[src/rtl/fifo_width_down_if.sv]
// Bus bundle for fifo_width_down: upstream FWFT FIFO read side plus the
// downstream valid/ready slice stream.
interface fifo_width_down_if #(
    parameter int unsigned IWIDTH = 32,
    parameter int unsigned OWIDTH = 8
);
    logic [IWIDTH-1:0] fifo_dout;
    logic              fifo_empty;
    logic              fifo_read;
    logic [OWIDTH-1:0] m_data;
    logic              m_valid;
    logic              m_ready;
    logic              m_last;

    modport master (
        input  fifo_dout,
        input  fifo_empty,
        input  m_ready,
        output fifo_read,
        output m_data,
        output m_valid,
        output m_last
    );

    modport slave (
        output fifo_dout,
        output fifo_empty,
        output m_ready,
        input  fifo_read,
        input  m_data,
        input  m_valid,
        input  m_last
    );
endinterface

[src/rtl/fifo_width_down.sv]
// Width down-converter: pops IWIDTH-bit words from an FWFT FIFO and emits them
// as RATIO consecutive OWIDTH-bit slices on a valid/ready stream.
module fifo_width_down #(
    parameter int unsigned IWIDTH    = 32,
    parameter int unsigned OWIDTH    = 8,
    parameter bit          MSB_FIRST = 1'b0
) (
    input  logic               clk,
    input  logic               rst_n,
    fifo_width_down_if.master  bus,
    output logic [15:0]        word_cnt
);

    localparam int unsigned RATIO = IWIDTH / OWIDTH;
    localparam int unsigned IDXW  = (RATIO > 1) ? $clog2(RATIO) : 1;
    localparam logic [IDXW-1:0] LAST_IDX = IDXW'(RATIO - 1);

    if ((IWIDTH % OWIDTH) != 0 || RATIO < 2) begin : g_bad_params
        $error("fifo_width_down: IWIDTH must be an integer multiple (>=2) of OWIDTH");
    end

    typedef enum logic {
        IDLE = 1'b0,
        SEND = 1'b1
    } state_t;

    state_t            state;
    state_t            state_next;
    logic [IWIDTH-1:0] word;
    logic [IDXW-1:0]   idx;
    logic [15:0]       word_cnt_q;
    logic              load;
    logic              advance;
    logic              done;

    always_ff @(posedge clk or negedge rst_n) begin
        if (!rst_n) begin
            state <= IDLE;
        end else begin
            state <= state_next;
        end
    end

    // A final-slice handshake may reload in the same cycle, so SEND never
    // leaves a bubble while the FIFO has data.
    always_comb begin
        state_next = state;
        load       = 1'b0;
        advance    = 1'b0;
        done       = 1'b0;
        unique case (state)
            IDLE: begin
                if (!bus.fifo_empty) begin
                    load       = 1'b1;
                    state_next = SEND;
                end
            end
            SEND: begin
                if (bus.m_ready) begin
                    if (idx == LAST_IDX) begin
                        done = 1'b1;
                        if (!bus.fifo_empty) begin
                            load = 1'b1;
                        end else begin
                            state_next = IDLE;
                        end
                    end else begin
                        advance = 1'b1;
                    end
                end
            end
            default: state_next = IDLE;
        endcase
    end

    // Gated by rst_n so no pop can be requested while reset is held.
    assign bus.fifo_read = load & rst_n;

    always_ff @(posedge clk or negedge rst_n) begin
        if (!rst_n) begin
            word       <= '0;
            idx        <= '0;
            word_cnt_q <= '0;
        end else begin
            if (load) begin
                word <= bus.fifo_dout;
                idx  <= '0;
            end else if (advance) begin
                idx <= idx + 1'b1;
                if (MSB_FIRST) begin
                    word <= word << OWIDTH;
                end else begin
                    word <= word >> OWIDTH;
                end
            end
            if (done) begin
                word_cnt_q <= word_cnt_q + 16'd1;
            end
        end
    end

    // The word shifts toward a fixed output window, so the slice is a constant select.
    assign bus.m_data  = MSB_FIRST ? word[IWIDTH-1 -: OWIDTH] : word[OWIDTH-1:0];
    assign bus.m_valid = (state == SEND);
    assign bus.m_last  = (state == SEND) && (idx == LAST_IDX);
    assign word_cnt    = word_cnt_q;

endmodule

[src/flat_wrapper.sv]
// flat-port wrapper written by rule: the top's interface ports become plain ports
module fifo_width_down_flat 
#(
    parameter int unsigned IWIDTH    = 32,
    parameter int unsigned OWIDTH    = 8,
    parameter bit          MSB_FIRST = 1'b0
)
  (clk, rst_n, word_cnt, bus_fifo_dout, bus_fifo_empty, bus_m_ready, bus_fifo_read, bus_m_data, bus_m_valid, bus_m_last);
  fifo_width_down_if #(.IWIDTH(IWIDTH), .OWIDTH(OWIDTH)) bus_i ();
  input  logic clk;
  input  logic rst_n;
  output logic [15:0] word_cnt;
  input wire logic [$bits(bus_i.fifo_dout)-1:0] bus_fifo_dout;
  input wire logic [$bits(bus_i.fifo_empty)-1:0] bus_fifo_empty;
  input wire logic [$bits(bus_i.m_ready)-1:0] bus_m_ready;
  output wire logic [$bits(bus_i.fifo_read)-1:0] bus_fifo_read;
  output wire logic [$bits(bus_i.m_data)-1:0] bus_m_data;
  output wire logic [$bits(bus_i.m_valid)-1:0] bus_m_valid;
  output wire logic [$bits(bus_i.m_last)-1:0] bus_m_last;
  assign bus_i.fifo_dout = bus_fifo_dout;
  assign bus_i.fifo_empty = bus_fifo_empty;
  assign bus_i.m_ready = bus_m_ready;
  assign bus_fifo_read = bus_i.fifo_read;
  assign bus_m_data = bus_i.m_data;
  assign bus_m_valid = bus_i.m_valid;
  assign bus_m_last = bus_i.m_last;
  fifo_width_down #(.IWIDTH(IWIDTH), .OWIDTH(OWIDTH), .MSB_FIRST(MSB_FIRST)) u_core (.clk(clk), .rst_n(rst_n), .bus(bus_i), .word_cnt(word_cnt));
endmodule
[config.mk]
export PLATFORM = sky130hd
export DESIGN_NAME = fifo_width_down_flat
export DESIGN_NICKNAME = d
export VERILOG_FILES = /design/src/rtl/fifo_width_down_if.sv /design/src/rtl/fifo_width_down.sv /design/src/flat_wrapper.sv
export SDC_FILE = /design/constraint.sdc
export NUM_CORES = 1
export LEC_CHECK = 0
export BUFFER_PORTS_ARGS = -buffer_cell sky130_fd_sc_hd__buf_4
export CELL_PAD_IN_SITES_DETAIL_PLACEMENT = 0
export CELL_PAD_IN_SITES_GLOBAL_PLACEMENT = 1
export CORE_MARGIN = 2
export CORE_UTILIZATION = 39
export CTS_CLUSTER_DIAMETER = 40
export CTS_CLUSTER_SIZE = 8
export DETAILED_ROUTE_END_ITERATION = 8
export PLACE_DENSITY = 0.77
export SYNTH_ARGS = -nofsm -noshare
export SYNTH_HDL_FRONTEND = slang
export SYNTH_SLANG_ARGS = --single-unit
[constraint.sdc]
create_clock -name clk -period 2.15 [get_ports clk]
set_input_delay 0.3225 -clock clk [delete_from_list [all_inputs] [get_ports clk]]
set_output_delay 0.3225 -clock clk [all_outputs]
set_load 0.05 [all_outputs]
==> key figures, run 1 <==
Outcome
  • Run status: complete, no violations

Yosys
  • Post-synth top area cell: dfrtp_1
  • Synth area leaders: dfrtp_1 56%, nand2_1 10%, xnor2_1 5.0%
  • Post-synth EDFFs: 0
  • Async set or reset register ratio after synthesis: 1.00
  • Synth Flop Type: dfrtp_1
  • Seq/Total Area, Yosys: 0.557
  • Post-synthesis cell type count: 27
  • Mean Syn Cell Area: about 10 um2
  • Synth Cell Area: 2290 um2
  • Register bit total from synthesis: 51
  • Synthesized instance count: 223
  • Syn nets: ~260
  • Warnings, synthesis: 0
  • Yosys top cell area share: 0.557

Place
  • Instance area at placement: ~2800 um2
  • GPL Wtd Cong: between 0.7 and 0.8
  • Hpwl dp: roughly 3300 um
  • Place WS: roughly 0.46 ns
  • Cells after DPL: between 300 and 400
  • IO Port Bufs: between 60 and 70

Worst setup path
  • R2R depth: 6
  • Worst r2r src: u_core.idx[0]
  • CP max stage cell: dfrtp_1
  • Crit-path max cell delay: ~0.40 ns
  • Max Fanout on Critical Path: 6
  • Crit Path Class: reg -> out
  • CP cell instances: ha_1 -> a21bo_2 -> and3_1 -> buf_4
  • Crit path launch: u_core.idx[0]
  • Critical Path AT: 1.57 ns
  • Setup crit end kind: output pin
  • CP required: 1.83 ns
  • Worst setup SP type: register

Timing
  • Worst slew pin tran: about 0.64 ns
  • Setup tns final: 0 ns
  • Final hold slack: 0.124 ns
  • Normalized max-slew margin: 0.575
  • # setup viols final: 0
  • Setup WS post-layout: 0.262 ns
  • Period utilisation layout: 0.878
  • RSZ-0062 raised after global routing: no
  • Fin crit period: 1.89 ns
  • Fin. max-slew vios: 0
  • Highest Clock Rate: roughly 530 MHz
  • Worst Skew: 0.00726 ns
  • Final Hold Viols: 0

Die
  • Height of the chip: approximately 81 um
  • Initial Util: 0.411
  • Area of the core: approximately 5600 um2
  • Boundary pin count: 63
  • Placement Rows: 27
  • Die area: 6500 um2
  • Die Width: slightly above 80 um

Clock network
  • CTS Sinks: just over 50
  • CTS clock-pin slew for the worst setup and hold paths: around 0.090 ns
  • # hold bufs at CTS: 0
  • CTS tree: done
  • Post-CTS Resized: 0
  • CTS Buf Count: 5
  • Clk buf depth: 2
  • Clk_lat worst skew: approximately 0.3 ns
  • Clk root buf: clkbuf_8
  • Setup Buffers After CTS: 0
  • H-tree level count: 2

Final layout
  • Area growth, synth to finish: 24.7%
  • Area of the multi-input gates: 871 um2
  • Fin cells: around 350
  • Final instance area: ~2900 um2
  • NumNets Final: 317
  • Fill count: about 560
  • Final Util: 0.512
  • N_diodes: 0
  • Sequential cell area: 1280 um2
  • Share of layout cells above drive strength 1: 0.279

Worst hold path
  • Hold WC Path Type: in -> async

Power and ir drop
  • Peak VDD IR: around 0.00046 V
  • Switching part of the total: 0.395
  • Logic pwr share: 0.392
  • Int Power: roughly 2.0 mW
  • Pwr Total: between 3 and 4 mW
  • Reg power frac: 0.430
  • Lkg Pwr: roughly 1.5 nW
  • Clock power frac: 0.178
  • PwrDens: 1160 nW/um2
  • Net switching power: roughly 1.3 mW

Flow run
  • MaxCap Viol Count: 0

Route
  • Drt first pass iters: 4
  • Starting DRT DRC Count: approximately 150
  • Vias/cell: between 4 and 5
  • Wirelength, routed: between 4000 and 5000 um
  • DRC: 0
  • ANT nets after route: 0
  • Routed wire length per instance: about 13 um
  • Vias: 1686

Global routing
  • GRT overflow: 0
  • Initial antenna violation count: 0
  • Global-route wire length before repair: about 7700 um
  • Pin count of the biggest net entering global routing: 52
  • Tot GR Track Use: 0.156
  • Vias in the first global route: ~1700
synthesized netlist by cell type (2+ instances only):
master and n:
buf_2 5, nand2_1 62, ha_1 2, dfrtp_1 51, mux2i_1 9, inv_1 2
buf_6 3, xnor2_1 13, a22oi_1 15, nor2_1 4, nand4_1 5, and3_1 5
xor2_1 3, o21ai_0 17, buf_4 9, nand3_1 6, and2_1 2
cell type report:
type                    instances  share of cell area
inverters                       2             0.00263
clock buffers                   8              0.0351
multi-input cells             151               0.305
flip-flops and latches         51               0.447
repair buffers                 68               0.179
well taps                      72              0.0316
worst max-delay path, delay by kind of cell (launching register included):
family          cells  cell delay (ns)
flops               1             0.40
fa+ha+maj           1             0.25
compound gates      1             0.23
simple gates        1             0.19
buf+inv             1             0.19
power groups by stage:
stage               clock network (mW)  logic (mW)  registers, mW
finish                           0.589        1.29           1.42
global route                     0.656        1.41           1.46
CTS                              0.610        1.31           1.42
detailed placement                   0        1.31           1.44
global placement                     0        1.29           1.43
floorplan                            0       0.909           1.54
flip-flops by register name (all words and copies together) (netlist names):
name / cells
u_core.bus.m_valid: 1
u_core.idx: 2
u_core.word: 32
u_core.word_cnt: 16
worst paths after layout:
path	slack, ns	to
worst min register to register	0.48	u_core.word[17]
worst max-delay path	0.26	bus_fifo_read
min in group clk	0.20	u_core.bus.m_valid
worst min-delay path	0.12	u_core.word[27]
max in group asynchronous	1.57	u_core.word[0]
worst max register to register	0.45	u_core.word[20]
layer usage:
layer	global-route usage	vias up	share of wire
li1	-	858	-
met1	0.198	789	0.45
met2	0.257	35	0.50
met3	0.0382	4	0.039
met4	0.0627	0	0.016
met5	0	-	0
kinds of logic after synthesis:
| logic type | synth area share |
|---|---|
| mux | 0.0443 |
| flops | 0.557 |
| buf+inv | 0.0623 |
| xor+xnor | 0.0612 |
| compound gates | 0.0967 |
| simple gates | 0.167 |
| fa+ha+maj | 0.0109 |
cells in the final DEF, fill, tap and decap left out, drive strengths merged:
master and n:
and2 2, and4 1, a22oi 15, and3b 1, ha 2, clkbuf 8
inv 2, xor2 3, nor3 1, mux2 1, nand3 6, xnor2 13
o21ai 17, and3 5, a21bo 1, buf 68, dfrtp 51, a21oi 2
nand4 5, nand2 62, mux2i 9, nand3b 1, nor2 4
(Power assumes the default switching activity.)
==> run 2: changes to the inputs <==
CORE_ASPECT_RATIO = 1.2   (was not set)
==> run 2 against run 1 <==
  * Critical path depth is the same
  * Maximum frequency grew 0.13%
  * Core utilization shrank 0.89 points
  * Highest routed layer unchanged
  * Sequential power is essentially flat
  * Via count shrank 0.77%
  * Sequential cell count is the same
  * Die area is essentially flat
  * Cell count grew 1.7%
  * Global-route usage shrank 0.23 points
  * Routed wire length shrank 0.96%
  * Worst hold slack gained 0.039 ns
  * Final area is essentially flat
==> key figures, run 2 (synthesis results as in run 1) <==
Route
  • DRC: 0
  • Starting DRT DRC Count: around 170
  • ANT nets after route: 0
  • Vias/cell: between 4 and 5
  • Routed wire length per instance: approximately 13 um
  • Drt first pass iters: 4
  • Wirelength, routed: 4630 um
  • Vias: between 1500 and 2000

Final layout
  • Most common cell after layout, fill and taps aside: buf_4
  • Most flops, register: u_core.word
  • Final Util: 0.503
  • Commonest non-fill, non-tap cells in the layout: 66 x buf_4, 62 x nand2_1, 51 x dfrtp_1
  • N_diodes: 0
  • Fill count: roughly 550
  • Area growth, synth to finish: 24.6%
  • Share of layout cells above drive strength 1: 0.277
  • Max FFs per register: 32
  • NumNets Final: 316

Worst setup path
  • Family with the most delay on the worst path: flip-flops
  • Setup crit end kind: output pin
  • CP max stage cell: dfrtp_1
  • Crit-path max cell delay: about 0.4 ns
  • Worst setup SP type: register
  • Max Fanout on Critical Path: 6
  • WP buf/inv: 1
  • CP cell instances: ha_1 -> a21bo_2 -> and3_1 -> buf_4
  • Critical Path AT: approximately 1.6 ns
  • Crit Path Class: reg -> out
  • Worst r2r src: u_core.idx[0]
  • Crit path launch: u_core.idx[0]
  • CP required: between 1.5 and 2 ns

Power and ir drop
  • Peak VDD IR: roughly 0.00073 V
  • PwrDens: around 1100 nW/um2
  • Lkg Pwr: 1.45 nW
  • Pwr Total: 3.25 mW

Die
  • Die Width: 73.9 um
  • Boundary pin count: 63
  • Initial Util: 0.404
  • Die area: 6500 um2
  • Area of the core: 5670 um2
  • Placement Rows: 30
  • Height of the chip: just under 90 um

Worst hold path
  • Hold WC Path Type: in -> async

Timing
  • Period utilisation layout: 0.877
  • Worst Skew: between 0.007 and 0.008 ns
  • Normalized max-slew margin: 0.576
  • Fin. max-slew vios: 0
  • # setup viols final: 0
  • Worst slew pin tran: 0.635 ns
  • Final Hold Viols: 0
  • Final hold slack: 0.164 ns
  • Fin crit period: about 1.9 ns
  • Highest Clock Rate: ~530 MHz
  • RSZ-0062 raised after global routing: no
  • Setup tns final: 0 ns

Global routing
  • Pin count of the biggest net entering global routing: 52
  • Initial antenna violation count: 0
  • Global-route wire length before repair: around 7600 um
  • GRT overflow: 0
  • Tot GR Track Use: 0.154
  • Vias in the first global route: about 1700

Outcome
  • Run status: complete, no violations

Place
  • IO Port Bufs: just over 60
  • GPL Wtd Cong: 0.706
  • Hpwl dp: roughly 3200 um

Flow run
  • MaxCap Viol Count: 0

Clock network
  • Setup Buffers After CTS: 0
  • CTS tree: done
  • # hold bufs at CTS: 0
  • Clk root buf: clkbuf_8
  • H-tree level count: 2
  • Clk_lat worst skew: approximately 0.3 ns
  • Post-CTS Resized: 0
  • CTS clock-pin slew for the worst setup and hold paths: roughly 0.090 ns
  • CTS Sinks: between 50 and 60
  • CTS Buf Count: 5
  • Clk buf depth: 2
## run 2: changes by cell type in the layout (fill, tap and decap cells not counted), sizes merged
| cell | before | now |
|---|---|---|
| clkbuf | 8 | 5 |
| clkinv | 0 | 2 |
| buf | 68 | 67 |
## run 2: where the power goes
part	switching (mW)	internal, mW
Clock	0.302	0.223
Combinational	0.829	0.466
Sequential	0.183	1.24
## run 2: metrics by stage
step,instance area (um2),setup slack [ns],cells
after floorplan,2290,0.433,223
after global placement,2770,0.537,351
after detailed placement,2770,0.500,351
after CTS,2850,0.245,358
after global routing,2850,0.184,358
final,2850,0.265,358
## run 2: layer usage
metal	track usage	wire, um	vias to the layer above	part of all wire
li1	-	-	848	-
met1	0.203	2120	776	0.46
met2	0.250	2200	47	0.48
met3	0.0437	278	2	0.060
met4	0.0397	25	0	0.0054
met5	0	0	-	0
## run 2: worst paths after layout
check	slack, ns	cells past startpoint	endpoint
max	0.26	4	bus_fifo_read
min	0.16	2	u_core.word[6]
max reg2reg	0.49	6	u_core.word[16]
min reg2reg	0.48	2	u_core.word[1]
max in group asynchronous	1.57	2	u_core.word_cnt[7]
min in group clk	0.19	2	u_core.bus.m_valid
## run 2: cell type report
cell class | count | area, um2 | area share
clock buffers | 5 | 68.8 | 0.0241
clock inverters | 2 | 13.8 | 0.00482
inverters | 2 | 7.51 | 0.00263
multi-input cells | 151 | 871 | 0.305
flip-flops and latches | 51 | 1280 | 0.447
well taps | 80 | 100 | 0.0351
repair buffers | 67 | 515 | 0.181
